===== config.mk =====
export PLATFORM = sky130hd
export DESIGN_NAME = inst_loader_flat
export DESIGN_NICKNAME = d
export VERILOG_FILES = /design/src/rtl/inst_loader_if.sv /design/src/rtl/inst_loader.sv /design/src/flat_wrapper.sv
export SDC_FILE = /design/constraint.sdc
export NUM_CORES = 1
export LEC_CHECK = 0
export CAP_MARGIN = 20
export CORE_ASPECT_RATIO = 0.9
export CORE_MARGIN = 1.5
export CORE_UTILIZATION = 23
export DETAILED_ROUTE_END_ITERATION = 6
export GPL_ROUTABILITY_DRIVEN = 0
export PLACE_DENSITY = 0.49
export SETUP_SLACK_MARGIN = 0.15
export SKIP_LAST_GASP = 1
export SLEW_MARGIN = 30
export SYNTH_ARGS = -nofsm -noshare
export SYNTH_HDL_FRONTEND = slang
export SYNTH_SLANG_ARGS = --single-unit

===== constraint.sdc =====
create_clock -name clk -period 7.1 [get_ports clk]
set_clock_uncertainty 0.15 [all_clocks]
set_input_delay 1.065 -clock clk [delete_from_list [all_inputs] [get_ports clk]]
set_output_delay 1.065 -clock clk [all_outputs]
set_load 0.02 [all_outputs]

===== src/rtl/inst_loader_if.sv =====
// Loader-side bundle: start/count command, byte stream, instruction-memory write port and status.
// The loader drives the slave modport; the program source and memory/core side use master.
interface inst_loader_if;
    logic        start;
    logic [31:0] word_count;
    logic        in_valid;
    logic [7:0]  in_data;
    logic        in_ready;
    logic        mem_we;
    logic [31:0] mem_addr;
    logic [31:0] mem_wdata;
    logic        cpu_hold;
    logic        done;
    logic        err;

    modport master (
        output start, word_count, in_valid, in_data,
        input  in_ready, mem_we, mem_addr, mem_wdata, cpu_hold, done, err
    );

    modport slave (
        input  start, word_count, in_valid, in_data,
        output in_ready, mem_we, mem_addr, mem_wdata, cpu_hold, done, err
    );
endinterface


===== src/rtl/inst_loader.sv =====
// Program loader: packs a little-endian byte stream into 32-bit words and writes them
// to consecutive word addresses of the instruction store while holding the core.
module inst_loader #(
    parameter int          DEPTH = 64,
    parameter logic [31:0] BASE  = 32'h0000_0000
) (
    input  logic         clk,
    input  logic         rst,
    inst_loader_if.slave bus,
    output logic [1:0]   state_o
);

    // Stream handshake: a byte moves on a rising edge where in_valid && in_ready are both 1.
    // in_valid may drop at any time; in_ready is high only while collecting bytes.

    typedef enum logic [1:0] {
        S_IDLE  = 2'd0,
        S_RECV  = 2'd1,
        S_WRITE = 2'd2,
        S_DONE  = 2'd3
    } state_t;

    localparam logic [31:0] DEPTH_W = 32'(DEPTH);

    state_t      state_q, state_d;
    logic [31:0] count_q;
    logic [31:0] word_idx_q;
    logic [1:0]  byte_idx_q;
    logic [31:0] asm_q;
    logic [31:0] addr_q;
    logic        err_q;

    logic start_idle;
    logic count_bad;
    logic byte_hs;
    logic last_word;

    assign start_idle = bus.start && (state_q == S_IDLE);
    assign count_bad  = bus.word_count > DEPTH_W;
    assign byte_hs    = bus.in_valid && (state_q == S_RECV);
    assign last_word  = (word_idx_q + 32'd1) == count_q;

    always_ff @(posedge clk or posedge rst) begin
        if (rst) begin
            state_q <= S_IDLE;
        end else begin
            state_q <= state_d;
        end
    end

    always_comb begin
        state_d = state_q;
        case (state_q)
            S_IDLE: begin
                if (start_idle && !count_bad) begin
                    state_d = (bus.word_count == 32'd0) ? S_DONE : S_RECV;
                end
            end
            S_RECV: begin
                if (byte_hs && (byte_idx_q == 2'd3)) begin
                    state_d = S_WRITE;
                end
            end
            S_WRITE: state_d = last_word ? S_DONE : S_RECV;
            S_DONE:  state_d = S_IDLE;
            default: state_d = S_IDLE;
        endcase
    end

    always_comb begin
        bus.in_ready  = (state_q == S_RECV);
        bus.mem_we    = (state_q == S_WRITE);
        bus.done      = (state_q == S_DONE);
        bus.cpu_hold  = (state_q != S_IDLE);
        bus.mem_addr  = addr_q;
        bus.mem_wdata = asm_q;
        bus.err       = err_q;
        state_o       = state_q;
    end

    // The write address runs alongside the word index so it is a plain register at write time.
    always_ff @(posedge clk or posedge rst) begin
        if (rst) begin
            count_q    <= 32'd0;
            word_idx_q <= 32'd0;
            byte_idx_q <= 2'd0;
            asm_q      <= 32'd0;
            addr_q     <= BASE;
            err_q      <= 1'b0;
        end else begin
            if (start_idle) begin
                if (count_bad) begin
                    err_q <= 1'b1;
                end else begin
                    err_q      <= 1'b0;
                    count_q    <= bus.word_count;
                    word_idx_q <= 32'd0;
                    byte_idx_q <= 2'd0;
                    addr_q     <= BASE;
                end
            end
            if (byte_hs) begin
                asm_q[{byte_idx_q, 3'b000} +: 8] <= bus.in_data;
                byte_idx_q                       <= byte_idx_q + 2'd1;
            end
            if (state_q == S_WRITE) begin
                word_idx_q <= word_idx_q + 32'd1;
                addr_q     <= addr_q + 32'd4;
            end
        end
    end

endmodule

===== src/flat_wrapper.sv =====
// flat-port wrapper written by rule: the top's interface ports become plain ports
module inst_loader_flat 
#(
    parameter int          DEPTH = 64,
    parameter logic [31:0] BASE  = 32'h0000_0000
)
  (clk, rst, state_o, bus_start, bus_word_count, bus_in_valid, bus_in_data, bus_in_ready, bus_mem_we, bus_mem_addr, bus_mem_wdata, bus_cpu_hold, bus_done, bus_err);
  inst_loader_if bus_i ();
  input  logic clk;
  input  logic rst;
  output logic [1:0] state_o;
  input wire logic [$bits(bus_i.start)-1:0] bus_start;
  input wire logic [$bits(bus_i.word_count)-1:0] bus_word_count;
  input wire logic [$bits(bus_i.in_valid)-1:0] bus_in_valid;
  input wire logic [$bits(bus_i.in_data)-1:0] bus_in_data;
  output wire logic [$bits(bus_i.in_ready)-1:0] bus_in_ready;
  output wire logic [$bits(bus_i.mem_we)-1:0] bus_mem_we;
  output wire logic [$bits(bus_i.mem_addr)-1:0] bus_mem_addr;
  output wire logic [$bits(bus_i.mem_wdata)-1:0] bus_mem_wdata;
  output wire logic [$bits(bus_i.cpu_hold)-1:0] bus_cpu_hold;
  output wire logic [$bits(bus_i.done)-1:0] bus_done;
  output wire logic [$bits(bus_i.err)-1:0] bus_err;
  assign bus_i.start = bus_start;
  assign bus_i.word_count = bus_word_count;
  assign bus_i.in_valid = bus_in_valid;
  assign bus_i.in_data = bus_in_data;
  assign bus_in_ready = bus_i.in_ready;
  assign bus_mem_we = bus_i.mem_we;
  assign bus_mem_addr = bus_i.mem_addr;
  assign bus_mem_wdata = bus_i.mem_wdata;
  assign bus_cpu_hold = bus_i.cpu_hold;
  assign bus_done = bus_i.done;
  assign bus_err = bus_i.err;
  inst_loader #(.DEPTH(DEPTH), .BASE(BASE)) u_core (.clk(clk), .rst(rst), .bus(bus_i), .state_o(state_o));
endmodule

# Word-level counts from Yosys, hierarchy flattened
# Cells that the tools add are included.
word_totals:
  regBits: 133
  in_bits: 44
op_classes:
  addsub: 4
  magnitude_cmp: 1
  eq_ne: 9
  shifts: 2
  mux: 14
  bitwise: 1
  n_reduce_logical: 14
ops:
  columns: ["op", "n"]
  rows:
  - ["32-bit two-way mux", 4]
  - ["32-bit by 1-bit adder with 32-bit output (second input constant)", 1]
  - ["32-bit by 3-bit adder with 32-bit output (second input constant)", 1]
  - ["32-bit bitwise mux", 1]
  - ["32-bit equality test", 1]
  - ["32-bit by 7-bit greater-than comparator with 1-bit output (second input constant)", 1]
  - ["32-bit zero test", 1]
  - ["8-bit by 7-bit variable shift with 32-bit output (first input constant)", 1]
  - ["8-bit by 7-bit variable part select with 32-bit output", 1]
  - ["2-bit two-way mux", 7]
  - ["2-bit one-hot mux with 4 select lines", 1]
  - ["2-bit AND reduction", 4]
  - ["5-bit negator with 7-bit output", 1]
  - ["2-bit equality test (second input constant)", 3]
  - ["2-bit != test (second input constant)", 3]
  - ["2-bit nonzero test", 3]
  - ["1-bit logical AND", 4]
  - ["2-bit by 1-bit adder with 2-bit output (second input constant)", 1]
  - ["2-bit by 1-bit equality test with 1-bit output (second input constant)", 1]
  - ["2-bit zero test", 1]
  - ["2-bit by 1-bit != test with 1-bit output (second input constant)", 1]
  - ["1-bit zero test", 1]
  - ["1-bit two-way mux", 1]
  - ["1-bit NOT", 1]

# Logic depth before layout (Yosys ltp)
depth:
  depth_word: 5
  mapped_depth: 9
  ltp_nobuf: 8

# Worst setup path after synthesis
# OpenSTA, ideal clock, no wires.
synth_path:
  path_type: "input to register"
  from: "in bus_word_count[2]"
  to: "reg u_core.state_q[1] (netlist: u_core.state_o[1])"
  setup_ps: 66
  arrival_time_ps: 2618
  required_ps: 6884
  setup_slack_ps: 4266
  cell_stages: 7
  cell_sequence: "or4_1 > o22ai_1 > nand4_2 > a2bb2oi_1 > nand4_1 > nor4_1 > a41o_1"
synth_between:
  elab_chain_len: 5
  word_cells_on_any_way: 9
  classes_between: "1 x order compare; 1 x eq/ne; 3 x mux; 4 x reduce/logical"
synth_rtl:
  columns: ["item", "line", "source"]
  rows:
  - ["start, declared", "flat_wrapper.sv:13", "input wire logic [$bits(bus_i.word_count)-1:0] bus_word_count;"]
  - ["32-bit by 7-bit greater-than comparator with 1-bit output", "inst_loader.sv:39", "assign count_bad = bus.word_count > DEPTH_W;"]
  - ["1-bit zero test", "inst_loader.sv:55", "if (start_idle && !count_bad) begin"]
  - ["1-bit logical AND", "inst_loader.sv:55", null]
  - ["2-bit != test (no source line)", null, null]
  - ["2-bit AND reduction (no source line)", null, null]
  - ["end signal, assigned", "inst_loader.sv:47", "state_q <= state_d;"]
  - ["end, declared", "inst_loader.sv:25", "state_t state_q, state_d;"]
# Parallel ways exist; a longest one is shown, timed or not. The select of a mux whose other input is x is not followed.
# A chain may end at the register's enable or synchronous reset.

# Worst setup path in the final report
layout_path:
  from: "reg u_core.state_q[0] (netlist: u_core.state_o[0])"
  to: "out bus_mem_we"
layout_between:
  elab_chain_len: 1
layout_rtl:
  columns: ["item", "line", "source"]
  rows:
  - ["2-bit equality test", "inst_loader.sv:72", "bus.mem_we = (state_q == S_WRITE);"]
  - ["end, declared", "flat_wrapper.sv:17", "output wire logic [$bits(bus_i.mem_we)-1:0] bus_mem_we;"]
# Every way passes these cells.

==> results_dict.tcl <==
set metrics [dict create \
    critical_path.max_fanout 55 \
    yosys_warnings 0 \
    synthCells 773 \
    startpoint_type "register" \
    cts_num_sinks 131 \
    synth_top_area_share_pct 47.36 \
    yosys.area.top_type "dfrtp_1" \
    wl_per_cell_um 15.61 \
    multi_input_comb_area_sq_um 3406 \
    fillCellCount 3167 \
    syn_to_final_growth_pct 30.06 \
    setup_viol 0 \
    power_density_nw_per_um2 185.5 \
    postSynth.topFlopCell "dfrtp_1" \
    syn_area_sq_um 6922 \
    vias_per_cell 4.576 \
    finalPower_mw 1.670 \
    hold_viol_final 0 \
    n_antenna_cell 0 \
    overflow 0 \
    drcViolationCount 0 \
    cts_hold_buf 0 \
    r2r_start "u_core.word_idx_q[0]" \
    dp_cells 1253 \
    grt_max_degree 79 \
    rsz0062_at_grt "false" \
    fp.dieW_um 185.9 \
    antenna_found_initial 0 \
    die_area_sq_um 31150 \
    arrival_ns 2.56 \
    post_cts_buffers 0 \
    cap_violations 0 \
    layout-drive-gt1-share_pct 7.029 \
    fmax_mhz 265.2 \
    io_pins 115 \
    hold_end "u_core.bus.mem_wdata[24]" \
    cp.required_ns 5.88 \
    hpwl_um 13980 \
    final_nets 920 \
    drt-initial-drc-count 395 \
    clock_path_buffers 2 \
    p_leak_nw 3.766 \
    synthArstFlopShare_pct 100.0 \
    ir_drop_v 0.0001336 \
    worstHoldStart "u_core.bus.mem_wdata[24]" \
    clock_latency_ns 0.42 \
    fin_cells 1285 \
    wirelength_um 20060 \
    start_util_pct 23.28 \
    ys_seq_area_share_pct 47.36 \
    status "complete, no violations" \
    cts_buffers 17 \
    r2r_end "u_core.state_o[1]" \
    final-seq-area_sq_um 3278 \
    avgSynthCellArea_sq_um 8.954 \
    drtPass1Iterations 5 \
    cts_max_level 4 \
    grt_pass1_wl_um 33170 \
    fin_ws_ns 3.329 \
    ant_nets 0 \
    min_period_over_period_pct 53.12 \
    end_kind "output port" \
    r2r_setup_slack_ns 3.94 \
    synth_edf_count 0 \
    min_path_cells 2 \
    worst_slew_pin_slew_ns 0.7657 \
    grt_usage_pct 13.66 \
    synth.distinct_cells 59 \
    root_buffer "clkbuf_16" \
    slew_headroom_pct 48.48 \
    core-area_sq_um 29730 \
    hold_class "reg2reg" \
    synthTopCellsByArea "dfrtp_1 (47%), nand2_1 (8.1%), o21ai_0 (7.2%)" \
    critical_path_class "reg2out" \
    cts_tree "built" \
    clk_pin_slew_ns 0.07 \
    period_minus_slack_ns 3.771 \
    vias 5880 \
    die_h_um 167.6 \
    synth_seq_cells 131 \
    reg2regPathDepth 8 \
    rows 60 \
    setup_tns_ns 0 \
    io_buffer_count 112 \
    grt_pass1_vias 5782 \
    place_worst_setup_slack_ns 3.251 \
    cts_resized 0 \
    drv_slew 0 \
]
-- flip-flops by register name, summed over array words and instances, names as in the netlist --
register and cells:
u_core.bus.mem_wdata 32, u_core.state_o 2, u_core.count_q 32, u_core.bus.mem_addr 30, u_core.word_idx_q 32, u_core.byte_idx_q 2
u_core.bus.err 1
-- critical path, stage by stage (launching register included) --
cell,delay (ns)
dfrtp_1,0.46
nand2b_2,0.16
buf_4,0.50
clkinv_1,0.18
buf_4,0.25
clkdlybuf4s50_1,0.56
-- synthesized netlist by cell type (6+ instances only) --
cell type / n
nor3_1: 8
nand4_1: 20
nand2_1: 149
and4_1: 6
a21oi_1: 22
o41ai_1: 6
inv_1: 11
clkbuf_1: 31
and3_1: 11
mux2i_1: 10
or3_1: 7
xnor2_1: 27
o22ai_1: 6
dfrtp_1: 131
a31oi_1: 12
ha_1: 7
nor4_1: 10
o31ai_1: 18
nand3_1: 31
o211ai_1: 7
o21ai_0: 99
and2_1: 34
nor2_1: 34
or4_1: 6
xor2_1: 10
-- report_power, final --
group / leakage (nW) / switching (mW) / internal, mW / total (mW)
clock: 0.274 / 0.374 / 0.502 / 0.876
combinational: 1.98 / 0.0249 / 0.0226 / 0.0475
sequential: 1.51 / 0.00000110 / 0.746 / 0.746
total: 3.77 / 0.399 / 1.27 / 1.67
-- per-stage QoR --
step           cell area (sq um)  hold slack (ns)  utilization [%]
6_report                    9002           0.3294            30.28
5_1_grt                     9002           0.3655            30.28
4_1_cts                     8992           0.3376            30.25
3_5_place_dp                8409           0.3233            28.29
3_3_place_gp                8404           0.3140            28.27
2_1_floorplan               6925           0.3152                -
-- routing by layer --
layer / track usage, % / share of wire, %
met1: 19.99 / 50
met2: 20.47 / 45
met3: 2.893 / 3.2
met4: 2.980 / 1.1
met5: 0 / 0
-- cells by family (layout without fill, tap and decap cells) --
kind of cell	Yosys count	count (layout)	synth area share, %
xor+xnor	37	37	4.682
simple gates	346	346	25.69
compound gates	185	185	15.73
flops	131	131	47.36
other cells	1	2	0.05418
mux	10	10	1.446
fa+ha+maj	7	7	1.265
buf+inv	56	164	3.778
-- placed cells by master, fill, tap and decap left out, types with 3 or more instances in the layout --
cell type        instances
or4_1                    6
and3_1                  11
clkdlybuf4s50_1        112
a31oi_1                 12
nand2_1                149
a21oi_1                 22
nor3_1                   7
nor4b_1                  3
nand3_1                 31
nor2_1                  33
ha_1                     7
o31ai_1                 18
nor2b_1                  4
nand2b_1                 3
or3_1                    7
and2_1                  34
nor4_1                  10
nand4_1                 20
clkinvlp_4               4
o211ai_1                 7
dfrtp_1                131
inv_1                   10
mux2i_1                 10
xor2_1                  10
buf_4                    8
inv_6                    6
o21ai_0                 99
o22ai_1                  6
and4_1                   6
clkbuf_16               17
xnor2_1                 27
o41ai_1                  6
-- worst max-delay path by stage --
stage,slack [ns],depth (start not counted),startpoint,to
after floorplan,2.39,1,rst,u_core.bus.err
after global placement,3.30,9,bus_word_count[2],u_core.word_idx_q[31]
after detailed placement,3.25,9,bus_word_count[2],u_core.word_idx_q[31]
after CTS,3.32,5,u_core.state_o[1],bus_mem_we
after global routing,3.16,5,u_core.state_o[0],bus_mem_we
final,3.33,5,u_core.state_o[0],bus_mem_we
-- cell type report --
cell class              instances  share of cell area, %
clock buffers                  18                  4.878
well taps                     403                  5.601
flip-flops and latches        131                  36.41
clock inverters                14                  1.598
inverters                      12                 0.5559
multi-input cells             587                  37.83
repair buffers                120                  13.12
(Power assumes the default switching activity.)
==> variant 1, RTL diff (same settings) <==
Reset style: synchronous (`rst`), changed in 2 clocked blocks.
--- a/src/rtl/inst_loader.sv
+++ b/src/rtl/inst_loader.sv
@@ -41,5 +41,5 @@
     assign last_word  = (word_idx_q + 32'd1) == count_q;
 
-    always_ff @(posedge clk or posedge rst) begin
+    always_ff @(posedge clk) begin
         if (rst) begin
             state_q <= S_IDLE;
@@ -80,5 +80,5 @@
 
     // The write address runs alongside the word index so it is a plain register at write time.
-    always_ff @(posedge clk or posedge rst) begin
+    always_ff @(posedge clk) begin
         if (rst) begin
             count_q    <= 32'd0;
Behaviour: differs if rst is asserted again (counterexample within 4 cycles, from zero or initial values and one cycle with rst high); with rst held inactive, the same outputs for 10 cycles.
==> variant 1 against the unedited design <==
- sequential share of layout area shrank 5.7 points
- synthesized area shrank 6.7%
- sequential cell count is the same
- critical endpoint is now u_core.state_o[1]$_SDFFE_PP0P_
- total power grew 2.3%
- worst setup slack gained 0.20 ns
- core utilization grew 0.94 points
- final area shrank 5.3%
- global-route usage grew 0.19 points
- routed wire length grew 1.3%
==> variant 1: results (changes against the unedited design) <==
stage,metric,value,unit,change
detailed_routing,wl_met2,9275,microns,+1.9%
layout,finalNetCount,964,,+4.8%
global_routing,met2_usage,0.2142,,+0.009424
setup_path,startpoint,u_core.word_idx_q[0]$_SDFFE_PP0P_,,
global_routing,grt_usage,0.1385,,+0.001883
layout,multi_input_area_share,0.4256,,+0.04730
place,dp_cells,1248,,-0.40%
timing,hold_slack,0.2976,ns,-0.03177 ns
logic_synthesis,ys_top_cells_by_area,"dfxtp_1 (41%), a21oi_1 (7.1%), nand2_1 (5.6%)",,
outcome,status,"complete, no violations",,
setup_path,crit_path_max_incr_delay,0.64,ns,+0.08 ns
setup_path,cp-endpoint,u_core.state_o[1]$_SDFFE_PP0P_,,
setup_path,critPathMaxFanout,11,,-80%
global_routing,grt_max_degree,63,,-20%
pwr,ir_worst_vdd,0.0001551,V,+16%
place,placed_area,0.007885,sq mm,-6.2%
worst_hold_path,hp-start,u_core.bus.mem_wdata[6]$_SDFFE_PP0P_,,
pwr,leakage,2.767,nW,-27%
logic_synthesis,async_flop_share,0,,-1.000
logic_synthesis,ys_top_cells_by_count,"dfxtp_1 (131), nand2_1 (96), a21oi_1 (92), nor2_1 (78), nand3_1 (67)",,
setup_path,ff2ff_setup_slack,3.52,ns,-0.42 ns
logic_synthesis,syn_inst,826,,+6.9%
detailed_routing,drt_wl_total,20320,microns,+1.3%
detailed_routing,vias_per_cell,4.816,,+5.3%
global_routing,met3_usage,0.02668,,-0.002244
detailed_routing,dr_wl_met3,517,microns,-19%
detailed_routing,firstDrtPassIters,4,,-1
layout,drive_gt1_frac,0.06695,,-0.003340
detailed_routing,drtIter0Drc,434,,+9.9%
layout,inverters,11,,-1
detailed_routing,wl_met1,10320,microns,+2.2%
global_routing,met1_usage,0.1935,,-0.006365
logic_synthesis,synth_cell_type_count,55,,-6.8%
timing,max_slew_margin,0.4120,,-0.07283
global_routing,grt_pass1_wl,31790,microns,-4.2%
layout,bufAreaShareNonClock,0.1373,,+0.006122
layout,multi_input_gates,633,,+7.8%
layout,multi_input_area,0.003630,sq mm,+6.6%
global_routing,first_global_vias,5624,,-2.7%
layout,num-clock-buffers,21,,+3
setup_path,crit_arrival,3.75,ns,+1.19 ns
pwr,swShare,0.2153,,-0.02379
place,pre_cts_slack,3.100,ns,-0.1509 ns
setup_path,path_delay_family,simple AND/OR/NAND/NOR gates,,
layout,nNonClkBuffers,119,,-0.83%
variant 1: changes by cell type in the layout (fill, tap and decap cells not counted), moves of 44 or more:
cell	unedited run	this run
a21oi_1	22	92
dfrtp_1	131	0
dfxtp_1	0	131
nand2_1	149	96
nor2_1	33	77
o21ai_0	99	35
variant 1: cell families after synthesis:
kind of cell | share of synthesized area
muxes | 0.008335
xor gates and xnor gates | 0.06242
adders and majority gates | 0.01357
AOI/OAI and AO/OA | 0.1671
and+or+nand+nor | 0.3030
DFF | 0.4063
other | 0.0005810
buffers and inverters | 0.03877
variant 1: power by group through the flow:
stage | registers (mW) | logic (mW) | clock network (mW)
floorplan | 0.752 | 0.0131 | 0
global placement | 0.752 | 0.0488 | 0
detailed placement | 0.752 | 0.0481 | 0
CTS | 0.735 | 0.0481 | 0.946
global route | 0.735 | 0.0513 | 0.983
finish | 0.736 | 0.0482 | 0.926
==> variant 2, RTL diff (config.mk and constraints unchanged) <==
Without the edit above. `DEPTH` is set to 64 in 2 places; all go to 32.
--- a/src/rtl/inst_loader.sv
+++ b/src/rtl/inst_loader.sv
@@ -2,5 +2,5 @@
 // to consecutive word addresses of the instruction store while holding the core.
 module inst_loader #(
-    parameter int          DEPTH = 64,
+    parameter int          DEPTH = 32,
     parameter logic [31:0] BASE  = 32'h0000_0000
 ) (
--- a/src/flat_wrapper.sv
+++ b/src/flat_wrapper.sv
@@ -2,5 +2,5 @@
 module inst_loader_flat 
 #(
-    parameter int          DEPTH = 64,
+    parameter int          DEPTH = 32,
     parameter logic [31:0] BASE  = 32'h0000_0000
 )
Formal check against the unedited RTL: not equivalent (a bounded check fails within 4 cycles, from zero or initial values and one cycle with rst high).
==> variant 2 against the unedited design <==
- sequential cell count unchanged
- critical path type is now reg -> reg
- routed wire length down 9.0%
- critical path depth up 3
- count of clock-buffer cells in the layout rose by 1
- total power up 1.2%
- sequential share of layout area rose by 1.0 points
- first-iteration DRC count is 3.3% higher
- final area down 2.7%
- highest routed layer unchanged
- worst setup slack improved by 0.089 ns
- worst hold slack worse by 0.0068 ns
- die area shrank 3.6%
- via count is 4.3% lower
- synthesized area down 3.7%
- largest cell class is now registers
==> variant 2: results (changes against the unedited design) <==
stage,metric,value,unit,change
logic_synthesis,ys_top_cells_by_count,"nand2_1 (143), dfrtp_1 (131), o21ai_0 (96), nand3_1 (45), nor2_1 (44)",,
logic_synthesis,synth-seq-area-share,0.4916,,+0.01804
detailed_routing,routedWlPerCell,14.89,microns,-4.6%
place,dp_hpwl,12500,microns,-11%
timing,post-route-period-util,0.5186,,-0.01257
setup_path,critPathSlowestCell,nor3_1,,
setup_path,crit_path_max_incr_delay,0.69,ns,+0.13 ns
pwr,leakage,3.681,nW,-2.2%
layout,fill_cells,2956,,-6.7%
global_routing,met2_usage,0.1832,,-0.02153
global_routing,met1_usage,0.1903,,-0.009638
setup_path,path_delay_family,simple AND/OR/NAND/NOR gates,,
global_routing,grt_max_degree,69,,-13%
setup_path,crit_type,reg -> reg,,
global_routing,grt_usage,0.1270,,-0.009579
setup_path,crit_arrival,3.88,ns,+1.32 ns
detailed_routing,drc,0,,unchanged
logic_synthesis,ys_top_cells_by_area,"dfrtp_1 (49%), nand2_1 (8.1%), o21ai_0 (7.2%)",,
place,dp_cells,1194,,-4.7%
detailed_routing,drtIter0Drc,408,,+3.3%
cts,clock_path_buffers,2,,unchanged
layout,drive_gt1_frac,0.06236,,-0.007939
global_routing,met3_usage,0.02359,,-0.005331
outcome,status,"complete, no violations",,
logic_synthesis,syn_inst,751,,-2.8%
timing,worstMarginPinSlew,0.9219,ns,+0.1562 ns
detailed_routing,vias,5629,,-4.3%
worst_hold_path,hp-start,u_core.bus.mem_wdata[25]$_DFFE_PP0P_,,
setup_path,cp-endpoint,u_core.state_o[1]$_DFFE_PP0P_,,
layout,finalNetCount,904,,-1.7%
setup_path,reg2reg_from,u_core.word_idx_q[8]$_DFFE_PP0P_,,
setup_path,critPathMaxFanout,9,,-84%
worst_hold_path,hold_end,u_core.bus.mem_wdata[25]$_DFFE_PP0P_,,
detailed_routing,vias_per_cell,4.591,,+0.34%
logic_synthesis,synth_cell_type_count,52,,-12%
global_routing,first_global_vias,5379,,-7.0%
variant 2: changes by cell type after synthesis, moves of 5 or more:
cell	change
xor2_1	+8
a21oi_1	-8
nand2_1	-6
o41ai_1	-5
nand3_1	+14
and3_1	-5
xnor2_1	+7
and4_1	-6
nor2_1	+10
nor3_1	+9
variant 2: per-layer routing:
metal	vias up	part of all wire
met4	0	0.010
met2	130	0.43
met5	-	0
li1	2827	-
met1	2660	0.52
met3	12	0.038
variant 2: cell families after synthesis:
family | synth area share
xor+xnor | 0.06831
compound gates | 0.1315
buf+inv | 0.03059
simple gates | 0.2552
fa+ha+maj | 0.01314
mux | 0.009008
flops | 0.4916
other cells | 0.0005624
variant 2: metrics by stage:
stage / utilization / hold WS (ns) / cell area (sq um)
after floorplan: - / 0.3083 / 6671
final: 0.3104 / 0.3225 / 8762
after CTS: 0.3099 / 0.3334 / 8748
after global placement: 0.2886 / 0.3138 / 8148
after global routing: 0.3104 / 0.3455 / 8762
after detailed placement: 0.2886 / 0.3199 / 8148
variant 2: power breakdown:
part,switching (mW),leakage (nW),internal (mW)
clock,0.355,0.283,0.541
sequential,0.000000539,1.51,0.747
combinational,0.0242,1.89,0.0226
total,0.379,3.68,1.31
variant 2: layout make-up:
cell class	instances	area [sq um]	area share
Multi-Input combinational cell	571	3209	0.3663
Tap cell	360	450.4	0.05141
Clock inverter	13	147.6	0.01685
Timing Repair Buffer	117	1162	0.1327
Inverter	15	61.31	0.006997
Clock buffer	19	452.9	0.05169
Sequential cell	131	3278	0.3741
variant 2: worst register-to-register path: cells and delay by family, from the launching register on:
kind / cells / cell delay [ns]
simple gates: 5 / 2.41
xor+xnor: 1 / 0.19
flops: 1 / 0.60
compound gates: 2 / 0.26
